`src/rtl/wishbone_master.sv`:
```
`default_nettype none
// ============================================================================
// wishbone_master : single-outstanding Wishbone master with bounded error
//                   retry and per-attempt strobe timeout.
// Revision 1.0
// ============================================================================
module wishbone_master #(
    parameter int DATA_W  = 128,
    parameter int ADR_W   = 5,
    parameter int TIMEOUT = 16,
    parameter int RETRIES = 2
) (
    input  logic              clock,
    input  logic              reset,
    input  logic              req_i,
    input  logic              req_we_i,
    input  logic [ADR_W-1:0]  req_adr_i,
    input  logic [DATA_W-1:0] req_data_i,
    output logic              busy_o,
    output logic              done_o,
    output logic [DATA_W-1:0] rsp_data_o,
    output logic              rsp_err_o,
    output logic              timeout_o,
    output logic              strobe,
    output logic              we_o,
    output logic [ADR_W-1:0]  adr_o,
    output logic [DATA_W-1:0] wb_data_o,
    input  logic [DATA_W-1:0] wb_data_i,
    input  logic              ack_i,
    input  logic              error_i
);

    typedef enum logic [1:0] {
        S_IDLE = 2'd0,
        S_BUS  = 2'd1,
        S_GAP  = 2'd2,
        S_DONE = 2'd3
    } state_t;

    localparam logic [7:0] TMO_LAST  = 8'(TIMEOUT - 1);
    localparam logic [2:0] RETRY_MAX = 3'(RETRIES);

    state_t      state;
    state_t      state_nxt;
    logic [7:0]  tmo_cnt;
    logic [2:0]  attempts;

    logic        accept;
    logic        bus_err;
    logic        bus_ack;
    logic        expired;
    logic        retry_ok;

    assign accept   = (state == S_IDLE) && req_i;
    // error dominates ack when the slave raises both in the same cycle
    assign bus_err  = (state == S_BUS) && error_i;
    assign bus_ack  = (state == S_BUS) && ack_i && !error_i;
    assign expired  = (tmo_cnt == TMO_LAST);
    assign retry_ok = (attempts < RETRY_MAX);

    assign strobe = (state == S_BUS);
    assign done_o = (state == S_DONE);
    assign busy_o = (state != S_IDLE);

    always_ff @(posedge clock or negedge reset) begin
        if (!reset) begin
            state <= S_IDLE;
        end else begin
            state <= state_nxt;
        end
    end

    always_comb begin
        state_nxt = state;
        case (state)
            S_IDLE: begin
                if (req_i) begin
                    state_nxt = S_BUS;
                end
            end
            S_BUS: begin
                if (bus_err) begin
                    state_nxt = retry_ok ? S_GAP : S_DONE;
                end else if (bus_ack) begin
                    state_nxt = S_DONE;
                end else if (expired) begin
                    state_nxt = S_DONE;
                end
            end
            S_GAP:   state_nxt = S_BUS;
            S_DONE:  state_nxt = S_IDLE;
            default: state_nxt = S_IDLE;
        endcase
    end

    // Request latch: bus-side fields hold after completion so a slave that
    // ignores strobe still sees the last transaction.
    always_ff @(posedge clock or negedge reset) begin
        if (!reset) begin
            we_o      <= 1'b0;
            adr_o     <= '0;
            wb_data_o <= '0;
        end else if (accept) begin
            we_o      <= req_we_i;
            adr_o     <= req_adr_i;
            wb_data_o <= req_data_i;
        end
    end

    always_ff @(posedge clock or negedge reset) begin
        if (!reset) begin
            tmo_cnt  <= '0;
            attempts <= '0;
        end else if (accept) begin
            tmo_cnt  <= '0;
            attempts <= '0;
        end else if (state == S_GAP) begin
            tmo_cnt  <= '0;
        end else if (state == S_BUS) begin
            if (bus_err && retry_ok) begin
                attempts <= attempts + 3'd1;
            end else if (!bus_err && !bus_ack && !expired) begin
                tmo_cnt  <= tmo_cnt + 8'd1;
            end
        end
    end

    // Completion status is cleared on acceptance, so it stays readable
    // after done_o until the next request.
    always_ff @(posedge clock or negedge reset) begin
        if (!reset) begin
            rsp_err_o  <= 1'b0;
            timeout_o  <= 1'b0;
            rsp_data_o <= '0;
        end else if (accept) begin
            rsp_err_o  <= 1'b0;
            timeout_o  <= 1'b0;
        end else if (state == S_BUS) begin
            if (bus_err) begin
                if (!retry_ok) begin
                    rsp_err_o <= 1'b1;
                end
            end else if (bus_ack) begin
                if (!we_o) begin
                    rsp_data_o <= wb_data_i;
                end
            end else if (expired) begin
                rsp_err_o <= 1'b1;
                timeout_o <= 1'b1;
            end
        end
    end

endmodule
`default_nettype wire
```
`config.mk`:
```
export PLATFORM = sky130hd
export DESIGN_NAME = wishbone_master
export DESIGN_NICKNAME = d
export VERILOG_FILES = /design/src/rtl/wishbone_master.sv
export SDC_FILE = /design/constraint.sdc
export NUM_CORES = 1
export LEC_CHECK = 0
export CAP_MARGIN = 15
export CORE_AREA = 5 5 204 206
export DETAILED_ROUTE_END_ITERATION = 10
export DIE_AREA = 0 0 209 211
export HOLD_SLACK_MARGIN = 0.05
export REMOVE_ABC_BUFFERS = 1
export SLEW_MARGIN = 20
export SYNTH_ARGS = -nofsm -noshare
export SYNTH_HDL_FRONTEND = slang
export SYNTH_SLANG_ARGS = --single-unit
```
`constraint.sdc`:
```
create_clock -name clock -period 4.1 [get_ports clock]
set_input_delay 0.82 -clock clock [delete_from_list [all_inputs] [get_ports clock]]
set_output_delay 0.82 -clock clock [all_outputs]
set_load 0.05 [all_outputs]
```
==> key figures <==
Worst setup path
  – Setup crit end kind: output port
  – CP peak stage delay: 0.85 ns
  – Startpoint types: register
  – R2r startpoint: state[1]
  – WP data arrival: 2.27 ns
  – Top delay family on crit path: buffers and inverters
  – Critical Path RT: 3.28 ns
  – FF-to-FF setup slack: 1.95 ns
  – Critical path depth in cells: 3
  – Slowest cell on crit path: clkdlybuf4s50_1
  – WS Path Type: reg -> out
  – Buf/Inv on CP: 2
  – R2r worst-path depth: 4
  – Critical Path Start: state[1]
  – CP cell instances: nand2b_1 -> inv_1 -> clkdlybuf4s50_1
  – Crit path capture: strobe
  – Critical Path Fanout Max: 8
  – FF-to-FF End: rsp_data_o[52]

Finish
  – Layout area overhead: 66.64%
  – Proportion of layout cells with a drive suffix above 1: 26.83%
  – Nets: 1449
  – Finished Cell Area: 17400 sq um
  – Post-layout util: 44.09%

Synthesis
  – #FFs+latches synth: 277
  – Most numerous cell in the Yosys netlist: dfrtp_1
  – Syn avg cell area: 16.41 sq um
  – Synth cell types: 33
  – Register area share after synthesis: 66.40%
  – Area of the mapped netlist: 10440 sq um
  – Top cell type's share of synthesized area: 66.40%
  – Post-synth EDFFs: 0
  – Post-synth top flop: dfrtp_1
  – Syn Inst Count: 636
  – Synth warn: 0
  – Leading post-synthesis cells by cell area: dfrtp_1 (66%), mux2_2 (28%), buf_2 (1.3%)
  – FFs w/ async S/R, synth: 100.0%
  – Synth top cells by count: dfrtp_1 (277), mux2_2 (262), buf_2 (27), a21oi_1 (6), nand2_1 (6)
  – Leading area contributor after synthesis: dfrtp_1

Place
  – Place WS: 1.215 ns
  – PortBufs: 533
  – Area post-placement: 16410 sq um
  – Placer congestion estimate: 0.7939
  – DPL Wire Length: 25.13 mm

Drt
  – Final wirelength: 33.48 mm
  – TritonRoute pass-1 iters: 5
  – DR vias/cell: 4.313
  – Wirelength per Cell: 19.39 microns
  – DR DRC count: 0
  – Routed Antenna Nets: 0
  – Vias: 7449
  – DRT iter0 DRCs: 259

Pwr
  – Leak pwr: 7.101 nW
  – Total power per unit cell area: 1001 nW/um^2
  – Combinational share of power: 57.2%
  – Internal power: 9.304 mW
  – Clk pwr share: 15.3%
  – Sw Ratio: 46.57%
  – IR Drop Worst-Case VDD: 0.6186 mV
  – Sequential power share: 27.5%
  – P_sw: 8.110 mW

Clock tree
  – CTS root buf: clkbuf_16
  – Clk sink count: 277
  – CTS Buf Count: 31
  – CTS tree: done
  – H-tree Lvls: 1
  – Hold buffer count at CTS: 0
  – Reg clk slew, reported paths: 0.06 ns
  – Clock Path Buffers: 3
  – Clock Latency Late Sink: 0.56 ns
  – Post-cts resize count: 0
  – # Post-CTS Setup Buffers: 0

Flow run
  – Max Cap Viol: 0

Timing
  – Final Hold Fails: 0
  – FMAX: 0.3232 GHz
  – Period utilisation layout: 75.47%
  – Final min period: 3.094 ns
  – Worst Clk Skew: 0.01117 ns
  – Hold_ws: 0.2676 ns
  – Pins Over Slew Limit: 0
  – Final Worst Setup Slack: 1.006 ns
  – Least-Margin Pin Slew: 1.063 ns
  – Final setup viols: 0
  – RSZ-0062 raised after global routing: false
  – Relative slew slack: 28.48%

Floorplanning
  – Die span in x: 209 microns
  – Chip Height: 211 microns
  – Die Area: 44100 sq um
  – Top Ports: 534
  – Initial Util: 26.46%
  – Core area: 39460 sq um
  – Row count: 73

Global routing
  – Overflow left after global routing: 0
  – GRT Overall Usage: 14.44%
  – Largest net degree at the start of global routing: 129
  – Antenna violations before repair: 1
  – First-pass GRT wire length: 50.42 mm
  – Number of global-route vias before repair: 8171

Run status
  – Outcome: finished, final reports clean

Hold path
  – HP Class: in -> async
[routing by layer]
metal  GRT usage, %  routed length (microns)  vias up
met5              0                        0        -
met4          3.870                      759        0
met3          6.639                     3718       48
met2          24.01                    15930      367
met1          17.04                    13070     3672
li1               -                        -     3362
[layout make-up]
| cell class | instances | area (sq um) |
|---|---|---|
| clock inverter | 4 | 23.77 |
| fill | 3608 | 22060 |
| antenna | 2 | 5.005 |
| timing repair buffer | 542 | 5458 |
| inverter | 4 | 15.01 |
| tap | 525 | 656.9 |
| sequential | 277 | 6932 |
| multi-input combinational | 324 | 3352 |
| clock buffer | 49 | 953.4 |
[state kept, by name (all words and copies together), names as in the netlist]
signal / cells
rsp_err_o: 1
attempts: 3
wb_data_o: 128
timeout_o: 1
rsp_data_o: 128
adr_o: 5
state: 2
tmo_cnt: 8
we_o: 1
[power groups by stage]
| stage | logic (mW) | registers, mW | clock network [mW] |
|---|---|---|---|
| floorplan | 1.95 | 9.42 | 0 |
| global placement | 10.0 | 4.80 | 0 |
| detailed placement | 10.1 | 4.84 | 0 |
| CTS | 10.1 | 4.82 | 2.76 |
| global route | 10.3 | 4.99 | 2.86 |
| finish | 9.96 | 4.79 | 2.66 |
[worst min path at each step]
stage / end
after global routing: rsp_data_o[62]
after detailed placement: adr_o[4]
final: rsp_data_o[77]
after global placement: rsp_data_o[77]
after floorplan: attempts[2]
after CTS: rsp_data_o[94]
[layout by cell type, fill, tap and decap left out, types with 6 or more instances in the layout]
| cell | n |
|---|---|
| dfrtp_1 | 277 |
| clkbuf_8 | 11 |
| nand2_1 | 6 |
| mux2_2 | 262 |
| clkbuf_1 | 7 |
| a21oi_1 | 6 |
| clkdlybuf4s50_1 | 532 |
| clkbuf_16 | 31 |
[stage by stage]
step | std cells | power, mW | TNS [ns]
3_3_place_gp | 1672 | 14.81 | 0
5_1_grt | 1726 | 18.19 | 0
6_report | 1727 | 17.41 | 0
4_1_cts | 1725 | 17.66 | 0
2_1_floorplan | 605 | 11.37 | -1948.28
3_5_place_dp | 1672 | 14.90 | 0
[cells by family after synthesis]
logic type / share of synthesized area [%]
and+or+nand+nor: 1.858
adders and majority gates: 0.2397
buffers and inverters: 1.582
muxes: 28.55
AOI/OAI and AO/OA: 1.366
DFF: 66.40
Power figures use the tool's default switching activity.
